**config.mk**
```make
export PLATFORM = sky130hd
export DESIGN_NAME = avm_cmd_master
export DESIGN_NICKNAME = d
export VERILOG_FILES = /design/src/rtl/avm_cmd_master.sv
export SDC_FILE = /design/constraint.sdc
export NUM_CORES = 1
export LEC_CHECK = 0
export CAP_MARGIN = 20
export CELL_PAD_IN_SITES_DETAIL_PLACEMENT = 1
export CELL_PAD_IN_SITES_GLOBAL_PLACEMENT = 1
export CORE_MARGIN = 4
export CORE_UTILIZATION = 25
export CTS_CLUSTER_DIAMETER = 60
export CTS_CLUSTER_SIZE = 10
export DETAILED_ROUTE_END_ITERATION = 8
export GPL_ROUTABILITY_DRIVEN = 0
export PLACE_DENSITY_LB_ADDON = 0.1
export SETUP_SLACK_MARGIN = 0.05
export SLEW_MARGIN = 40
export SYNTH_ARGS = -nofsm -noshare
export SYNTH_HDL_FRONTEND = slang
export SYNTH_SLANG_ARGS = --single-unit
```
**constraint.sdc**
```tcl
create_clock -name clk -period 7.7 [get_ports clk]
set_clock_uncertainty 0.1 [all_clocks]
set_input_delay 1.54 -clock clk [delete_from_list [all_inputs] [get_ports clk]]
set_output_delay 1.54 -clock clk [all_outputs]
set_load 0.05 [all_outputs]
```
**src/rtl/avm_cmd_master.sv**
```systemverilog
// Avalon-MM single-command master: turns a valid/ready command into one
// bus read or write and returns a valid/ready response.
// Ports: clk, reset (async, active-high);
//        cmd_valid/cmd_ready/cmd_write/cmd_addr/cmd_wdata (command in);
//        rsp_valid/rsp_ready/rsp_rdata/rsp_error (response out);
//        avm_* (Avalon-MM master, zero read latency, waitrequest stall).
module avm_cmd_master #(
    parameter int ADDR_W  = 2,
    parameter int DATA_W  = 32,
    parameter int TIMEOUT = 255
) (
    input  logic              clk,
    input  logic              reset,
    input  logic              cmd_valid,
    output logic              cmd_ready,
    input  logic              cmd_write,
    input  logic [ADDR_W-1:0] cmd_addr,
    input  logic [DATA_W-1:0] cmd_wdata,
    output logic              rsp_valid,
    input  logic              rsp_ready,
    output logic [DATA_W-1:0] rsp_rdata,
    output logic              rsp_error,
    output logic [ADDR_W-1:0] avm_address,
    output logic              avm_chipselect,
    output logic              avm_write_n,
    output logic              avm_read_n,
    output logic [DATA_W-1:0] avm_writedata,
    input  logic [DATA_W-1:0] avm_readdata,
    input  logic              avm_waitrequest
);

    typedef enum logic [1:0] {
        IDLE,
        WRITE,
        READ,
        RESP
    } state_t;

    // Counter value at which one more stalled edge reaches TIMEOUT.
    localparam logic [15:0] STALL_LAST = 16'(TIMEOUT - 1);

    state_t      state;
    logic [15:0] stall_cnt;

    assign cmd_ready = (state == IDLE);

    always_ff @(posedge clk or posedge reset) begin
        if (reset) begin
            state          <= IDLE;
            stall_cnt      <= '0;
            avm_address    <= '0;
            avm_writedata  <= '0;
            avm_chipselect <= 1'b0;
            avm_write_n    <= 1'b1;
            avm_read_n     <= 1'b1;
            rsp_valid      <= 1'b0;
            rsp_rdata      <= '0;
            rsp_error      <= 1'b0;
        end else begin
            unique case (state)
                IDLE: begin
                    if (cmd_valid) begin
                        avm_address    <= cmd_addr;
                        avm_chipselect <= 1'b1;
                        stall_cnt      <= '0;
                        if (cmd_write) begin
                            avm_writedata <= cmd_wdata;
                            avm_write_n   <= 1'b0;
                            state         <= WRITE;
                        end else begin
                            avm_read_n <= 1'b0;
                            state      <= READ;
                        end
                    end
                end
                WRITE, READ: begin
                    // Completion is tested first so that a slave releasing
                    // waitrequest on the last allowed cycle still wins.
                    if (!avm_waitrequest) begin
                        avm_chipselect <= 1'b0;
                        avm_write_n    <= 1'b1;
                        avm_read_n     <= 1'b1;
                        rsp_valid      <= 1'b1;
                        rsp_error      <= 1'b0;
                        rsp_rdata      <= (state == READ) ? avm_readdata : '0;
                        state          <= RESP;
                    end else if (stall_cnt == STALL_LAST) begin
                        stall_cnt      <= stall_cnt + 16'd1;
                        avm_chipselect <= 1'b0;
                        avm_write_n    <= 1'b1;
                        avm_read_n     <= 1'b1;
                        rsp_valid      <= 1'b1;
                        rsp_error      <= 1'b1;
                        rsp_rdata      <= '0;
                        state          <= RESP;
                    end else begin
                        stall_cnt <= stall_cnt + 16'd1;
                    end
                end
                RESP: begin
                    if (rsp_ready) begin
                        rsp_valid <= 1'b0;
                        state     <= IDLE;
                    end
                end
                default: state <= IDLE;
            endcase
        end
    end

endmodule
```
==> results.md, run 1 <==
- The DRC violation count after routing is 0.
- The count of clock tree sinks is 89.
- The critical path is of the register to output pin type.
- The cell sitting at the root of the clock tree is a sky130_fd_sc_hd__clkbuf_16.
- Data on the critical path is required at its endpoint by ~6000 ps.
- After detailed routing, the number of vias per cell comes to 4.56.
- The count of vias placed by the detailed router is around 3,500.
- The tool flagged a number of max-cap violations equal to 0.
- The library cell used most frequently in the layout, excluding fill and tap cells, is sky130_fd_sc_hd__clkdlybuf4s50_1.
- The antenna violation net count after detailed routing is 0.
- The summed negative setup slack over all endpoints is 0 ps.
- The setup violation total in the final timing report is 0.
- In the final design database the tool counted around 610 nets.
- Across the VDD grid, the largest voltage drop is roughly 0.20 mV.
- TritonCTS built the clock tree.
- Walking the worst path, the cells encountered are inv_1 > ha_1 > clkdlybuf4s50_1.
- The largest single stage delay on the critical path is 900 ps.
- The share of layout cells above drive strength 1 is 12.4%.
- Global routing used 13.8% of the available tracks across all layers.
- Subtracting the final worst setup slack from the clock period gives 3800 ps.
- The clock-pin slew of the registers on the worst-case setup and hold paths is 60 ps.
- Based on the critical path, the design can be clocked at up to 0.263 GHz.
- The first-pass iteration count of the detailed router is 4.
- The longest clock path from root to sink contains 2 buffers.
- Dividing total power by cell area gives a power density of roughly 450 nW/um^2.
- The number of instances in the placed design is 745.
- The gate count after technology mapping is 400.
- On the critical path the largest part of the delay comes from buffers and inverters.
- The maximum number of pins on one net before global-route repair is between 50 and 60.
- The launch point of the worst reg-to-reg path is state[1]$_DFFE_PP0P_.
- The die width is ~140 um.
- The maximum fanout along the worst path is 9.
- The area taken by flip-flops and latches is ~2200 um^2.
- The vertical die dimension is roughly 140 um.
- The area used by multi-input combinational logic is ~1800 um^2.
- The number of storage elements in the synthesis netlist is 89.
- The start point of the critical path is state[0]$_DFFE_PP0P_.
- The number of setup buffers added after CTS is 0.
- By area the synthesized netlist is led by sky130_fd_sc_hd__dfrtp_1, sky130_fd_sc_hd__mux2_2, sky130_fd_sc_hd__a21oi_1.
- Dividing the detail-routed wire length by the instance count gives ~16 um.
- Among all stages on the critical path, the largest delay is contributed by sky130_fd_sc_hd__clkdlybuf4s50_1.
- The category of the worst setup path launch point is a register.
- The die footprint is about 19,000 um^2.
- The HPWL after detailed placement is approximately 8800 um.
- The H-tree was split into 3 levels.
- The transition time at the pin with the least slew margin is a little over 700 ps.
- Summed over all cells, the static leakage comes to ~0.0026 uW.
- The predominant post-synthesis flop cell is sky130_fd_sc_hd__dfrtp_1.
- In the finished design, the share of the clock period the worst path needs comes to approximately half.
- The critical path data arrival time is 2160 ps.
- The count of input and output buffers is approximately 140.
- In the synthesized netlist the async set-or-reset flop fraction comes to between 90% and 100%.
- Of all cell types, the one taking the most synthesized area is sky130_fd_sc_hd__dfrtp_1.
- The number of slew-limit violations in the final report came to 0.
- The number of cell rows is between 40 and 50.
- The area growth from synthesis to layout is 46.8%.
- The count of flip-flops with a built-in enable after synthesis is 0.
- The worst pin sits at a relative slew slack of 51.4%.
- Setup repair after global routing left no endpoint under its margin.
- Hold repair after CTS inserted 0 buffers.
- The placeable core region is 16,500 um^2.
- The netlist uses 43 different library cells.
- In this run, CTS created clock tree buffers numbering 9.
- Summing the sequential cell areas from Yosys gives a little over half of the chip area.
- During synthesis, Yosys emitted a total of 0 warnings.
- The overall routed net length is around 13,000 um.
- Final hold analysis gives a worst-case slack of 406 ps.
- Once layout is complete, the utilization of the core stands at 37.3%.
- The run finished with clean final reports.
- The mean post-synth cell area is between 10 and 15 um^2.
- The number of design-rule violations left by the first detailed-router iteration is around 120.
- For this run the aggregate overflow at the end of global routing stands at 0.
- The post-layout instance count excluding filler cells is ~760.
- Once the floorplan was initialized, standard cells occupied 25.4% of the core.
- The worst hold path belongs to the class register to register.
- Counting the fill cells in the layout gives about 1,800.
- The critical path contains buffers and inverters numbering 2 combined.
- The diode insertion count for antenna repair is 0.
- The I/O pin count is ~140.
- The number of antenna violations at the first check in global routing is 0.
- The via count of the first global-routing pass was about 3,800.
- The startpoint identified for the worst hold timing path is avm_writedata[29]$_DFFE_PP0P_.
- The library cells used most frequently in the layout, excluding fill and tap cells, are sky130_fd_sc_hd__clkdlybuf4s50_1, sky130_fd_sc_hd__dfrtp_1, sky130_fd_sc_hd__nand2_1.
- The count of final hold-check violations is 0.
- Synthesis produced a netlist with a net count of 478.
- The nature of the critical path endpoint is an output pin.
- The wire length of the first global-routing pass is slightly above 20,000 um.
- The portion of synthesized cell area occupied by the leading cell type is roughly half.
- The netlist area before placement is ~4200 um^2.
- Gates resized during post-CTS repair numbered 0.
- For the worst-skew pair, the clock arrives at the later sink with an insertion delay of about 340 ps.
registers in the layout, summed over array words and instances (netlist names):
signal and cells:
rsp_valid 1, avm_read_n 1, state 2, avm_write_n 1
avm_chipselect 1, rsp_rdata 32, avm_address 2, rsp_error 1
avm_writedata 32, stall_cnt 16
metal layers:
metal	wire, um	global-route usage (%)	share of wire, %
met1	5200	16.9	41
met2	5960	21.3	48
met3	1180	6.54	9.4
met4	199	4.99	1.6
met5	0	0	0
layout make-up:
class / instances / area share [%]
Clock inverter: 5 / 0.996
Tap cell: 220 / 4.47
Multi-Input combinational cell: 280 / 29.8
Timing Repair Buffer: 148 / 23.9
Clock buffer: 11 / 4.10
Sequential cell: 89 / 36.2
Inverter: 8 / 0.508
cells in the mapped netlist (4+ instances only):
library cell and instances:
sky130_fd_sc_hd__dfrtp_1 87, sky130_fd_sc_hd__nand2_1 45, sky130_fd_sc_hd__a21oi_1 44, sky130_fd_sc_hd__o21ai_0 44, sky130_fd_sc_hd__mux2_2 34, sky130_fd_sc_hd__nor2b_1 32, sky130_fd_sc_hd__clkbuf_1 13, sky130_fd_sc_hd__or3_1 9
sky130_fd_sc_hd__inv_1 8, sky130_fd_sc_hd__nand3_1 8, sky130_fd_sc_hd__nor2_1 7, sky130_fd_sc_hd__ha_1 6, sky130_fd_sc_hd__nand2b_1 6, sky130_fd_sc_hd__nand4_1 6, sky130_fd_sc_hd__o31ai_1 5, sky130_fd_sc_hd__clkbuf_2 4
sky130_fd_sc_hd__mux2i_1 4
report_power, final:
part / total [uW] / switching [uW] / internal [uW]
combinational: 1550 / 996 / 549
sequential: 774 / 116 / 657
clock: 466 / 194 / 272
worst paths after layout:
| path | to | cells after the start | slack, ps |
|---|---|---|---|
| worst min register to register | avm_writedata[29]$_DFFE_PP0P_ | 1 | 410 |
| max in group asynchronous | avm_read_n$_DFFE_PP1P_ | 3 | 5080 |
| worst max-delay path | cmd_ready | 3 | 3900 |
| worst max register to register | stall_cnt[15]$_DFFE_PP0P_ | 6 | 4900 |
| min in group asynchronous | avm_writedata[8]$_DFFE_PP0P_ | 2 | 1490 |
| worst min-delay path | avm_writedata[29]$_DFFE_PP0P_ | 1 | 410 |
cells by family after synthesis:
kind of cell    Yosys count  share of synthesized area (%)
flops                    89                           53.1
buf+inv                  31                           3.16
fa+ha+maj                 6                           1.79
mux                      39                           10.4
simple gates            129                           17.4
compound gates          102                           13.2
xor+xnor                  4                          0.835
metrics by stage:
stage	worst slack, ps	cell area (um^2)	power (uW)
after global placement	3670	5840	2320
after global routing	3790	6160	2970
final	3900	6160	2780
after floorplan	3760	4200	1810
after detailed placement	3650	5840	2350
after CTS	3850	6150	2830
(Power assumes the default switching activity.)
==> run 2: changes to the inputs <==
==> constraint.sdc (replaced) <==
create_clock -name clk -period 3.4 [get_ports clk]
set_clock_uncertainty 0.1 [all_clocks]
set_input_delay 0.68 -clock clk [delete_from_list [all_inputs] [get_ports clk]]
set_output_delay 0.68 -clock clk [all_outputs]
set_load 0.05 [all_outputs]
==> run 2 against run 1 <==
Flip-flop and latch count is the same. Non-clock buffer count up 4. Setup slack lost 3400 ps. Cell area increased by 1.1%. Critical path depth unchanged. Clock power up 130%. Register-to-register slack got worse by 4100 ps. Power rose by 130%. Critical path type unchanged. Critical endpoint unchanged. Largest power group unchanged.
==> results.md, run 2 (synthesized netlist as in run 1, its figures left out) <==
- The flow ran to the end, and the final reports show no timing, DRC or antenna violations.
- The leakage power figure came to 0.00259 uW (+1.4%).
- The post-layout instance count excluding filler cells is 765 (+0.53%).
- The cell count of the worst hold path is 1 (unchanged).
- The share of layout cells above drive strength 1 is 12.8% (+0.46 points).
- The class of the most critical hold timing path is register to register.
- The count of input and output buffers is 143 (unchanged).
- The count of vias placed by the detailed router is 3,508 (+1.0%).
- The portion of total power attributed to sequential cells is 27.6% (-0.2 points).
- The aggregate global-route resource usage is 14.3% (+0.44 points).
- The wire length of the first global-routing pass came to 20,800 um (+2.5%).
- The die width came to 138 um (unchanged).
- The final critical path takes up 86.3% of the cycle.
- The via count normalized by instance count was 4.59 (+0.48%).
- The placeable core region is 16,500 um^2 (unchanged).
- The number of antenna violations at the first check in global routing is 0 (unchanged).
- The count of clock tree sinks came to 89 (unchanged).
- The area taken by flip-flops and latches is 2230 um^2 (unchanged).
- The most frequent standard cell in the layout excluding fill and tap cells is sky130_fd_sc_hd__clkdlybuf4s50_1.
- The source of the worst hold timing path is avm_writedata[6]$_DFFE_PP0P_.
- The transition time at the pin with the least slew margin was 674 ps (-53.3 ps).
- The summed negative setup slack over all endpoints is 0 ps (unchanged).
- The via count of the first global-routing pass came to 3,912 (+3.8%).
- The maximum number of pins on one net before global-route repair is 48 (-14%).
- The critical path data arrival time is 2150 ps (about the same).
- The area used by multi-input combinational logic was 1830 um^2 (-0.14%).
- The number of H-tree levels is 3 (unchanged).
- The number of design-rule violations left by the first detailed-router iteration came to 157 (+28%).
- The kind of critical path is register to output pin.
- The fill cell instance count of the final layout is 1,844 (unchanged).
- The count of final hold-check violations is 0 (unchanged).
- In this design, the largest share of critical-path delay is due to buffers and inverters.
- The combinational power share is 55.7% (+0.2 points).
- The largest registers in the layout are avm_writedata x32, rsp_rdata x32, stall_cnt x16.
- The number of nets in the layout was 618 (+0.65%).
- The internal power consumption came to 3370 uW (+130%).
- The category of the worst setup path launch point is a register.
- The number of instances in the placed design came to 748 (+0.40%).
- The maximum vdd drop is 0.472 mV (+140%).
- In this run the critical register-to-register path is captured at stall_cnt[15]$_DFFE_PP0P_.
- The switching component of the power was 2960 uW (+130%).
- The count of maximum capacitance violations came to 0 (unchanged).
- The clock-pin slew of the registers on the worst-case setup and hold paths was 70 ps (about the same).
- Based on the critical path, the design can be clocked at up to roughly 0.34 GHz.
- For hold timing, the worst endpoint is avm_writedata[6]$_DFFE_PP0P_.
- The data required time at the worst endpoint came to 2620 ps (-3440 ps).
- The clock tree root driver cell is sky130_fd_sc_hd__clkbuf_16.
- The overall routed net length is 12,800 um (+2.2%).
- The maximum fanout along the worst path is 9 (unchanged).
- The headroom to the max-slew limit is 54.9% (+3.5 points).
- The number of setup buffers added after CTS is 0 (unchanged).
- The library cells used most frequently in the layout, excluding fill and tap cells, are sky130_fd_sc_hd__clkdlybuf4s50_1, sky130_fd_sc_hd__dfrtp_1, sky130_fd_sc_hd__nand2_1.
- The HPWL after detailed placement is 9040 um (+2.5%).
- Relative to the synthesized area, the layout overhead comes to 48.4%.
- The I/O pin count is 144 (unchanged).
- The vertical die dimension came to 138 um (unchanged).
- The antenna violation net count after detailed routing was 0 (unchanged).
- The maximum buffer depth of the clock tree is 2 (unchanged).
- Setup repair after global routing left no endpoint under its margin.
- Walking the worst path, the cells encountered are inv_1 > ha_1 > clkdlybuf4s50_1.
- For the finished layout, the period the worst path requires is about 2900 ps.
- The fraction of power spent switching nets is 46.8% (-0.15 points).
- The TritonCTS clock tree is built.
- The later-pin clock latency in the skew report is 340 ps (about the same).
- The nature of the critical path endpoint is an output pin.
- The setup slack on the worst flop-to-flop path is 800 ps (-4100 ps).
- The delay contributed by the slowest stage of the critical path is 880 ps (-20 ps).
- The clock network fraction of design power came to 16.7% (about the same).
- The first-pass iteration count of the detailed router is 4 (unchanged).
- The die footprint is 18,900 um^2 (unchanged).
- The CTS buffer count is 9 (unchanged).
- The number of gates given a new drive strength after cts is 0 (unchanged).
- The routed length per instance came to 16.7 um (+1.6%).
- The post-layout total power is 6330 uW (+130%).
- The number of cells on the worst reg-to-reg path is 7 (+1).
- The DRC violation count after routing came to 0 (unchanged).
- The diode insertion count for antenna repair was 0 (unchanged).
- The launch point of the worst reg-to-reg path is state[1]$_DFFE_PP0P_.
- The number of buffers inserted by hold repair at cts was 0 (unchanged).
- The sum of buffers and inverters on the critical path came to 2 (unchanged).
- The setup violation total in the final timing report is 0 (unchanged).
- The remaining global-route overflow is 0 (unchanged).
- The effective utilization at floorplan was 25.4% (unchanged).
- The cell area power density is 1020 nW/um^2 (+120%).
- The number of slew-limit violations in the final report is 0 (unchanged).
- The number of cell rows is 47 (unchanged).
- The utilization of the core after routing is 37.7% (+0.42 points).
- The slowest stage of the critical path belongs to the cell sky130_fd_sc_hd__clkdlybuf4s50_1.
==> run 2: metrics by stage <==
step | hold slack, ps | setup slack [ps] | area (um^2)
4_1_cts | 409 | 414 | 6200
3_3_place_gp | 388 | 576 | 5890
6_report | 405 | 466 | 6230
3_5_place_dp | 393 | 528 | 5890
5_1_grt | 423 | 357 | 6230
2_1_floorplan | 398 | 316 | 4200
==> run 2: worst max-delay path by stage <==
stage / cells after the start / endpoint / from / slack (ps)
6_report: 3 / cmd_ready / state[0]$_DFFE_PP0P_ / 470
5_1_grt: 3 / cmd_ready / state[0]$_DFFE_PP0P_ / 360
4_1_cts: 3 / cmd_ready / state[0]$_DFFE_PP0P_ / 410
3_5_place_dp: 5 / stall_cnt[15]$_DFFE_PP0P_ / cmd_valid / 530
3_3_place_gp: 5 / stall_cnt[15]$_DFFE_PP0P_ / cmd_valid / 580
2_1_floorplan: 1 / avm_address[0]$_DFFE_PP0P_ / reset / 320
==> run 2: area by class of cell <==
type | instances | share of cell area, %
flip-flops and latches | 89 | 35.8
multi-input cells | 280 | 29.4
repair buffers | 152 | 24.8
well taps | 220 | 4.42
clock buffers | 11 | 4.06
clock inverters | 5 | 0.985
inverters | 8 | 0.502
==> run 2: power by group through the flow <==
| stage | Clock, uW | Combinational (uW) | Sequential [uW] |
|---|---|---|---|
| floorplan | 0 | 1080 | 3020 |
| global placement | 0 | 3540 | 1750 |
| detailed placement | 0 | 3580 | 1770 |
| CTS | 1100 | 3590 | 1760 |
| global route | 1150 | 3780 | 1810 |
| finish | 1050 | 3530 | 1750 |
==> run 2: routing by layer <==
metal | up-vias | wire length (um) | GRT usage (%) | share of wire (%)
li1 | 1670 | - | - | -
met1 | 1743 | 5220 | 16.3 | 41
met2 | 88 | 6280 | 23.6 | 49
met3 | 7 | 1180 | 7.56 | 9.2
met4 | 0 | 117 | 3.27 | 0.91
met5 | - | 0 | 0 | 0
==> run 3: changes to the inputs <==
--- a/config.mk
+++ b/config.mk
@@ -15,7 +15,7 @@
 export DETAILED_ROUTE_END_ITERATION = 8
 export GPL_ROUTABILITY_DRIVEN = 0
 export PLACE_DENSITY_LB_ADDON = 0.1
-export SETUP_SLACK_MARGIN = 0.05
+export SETUP_SLACK_MARGIN = 0.2
 export SLEW_MARGIN = 40
 export SYNTH_ARGS = -nofsm -noshare
 export SYNTH_HDL_FRONTEND = slang
==> results of run 3 <==
The final DEF is identical to that of run 2; final timing and power are the same.
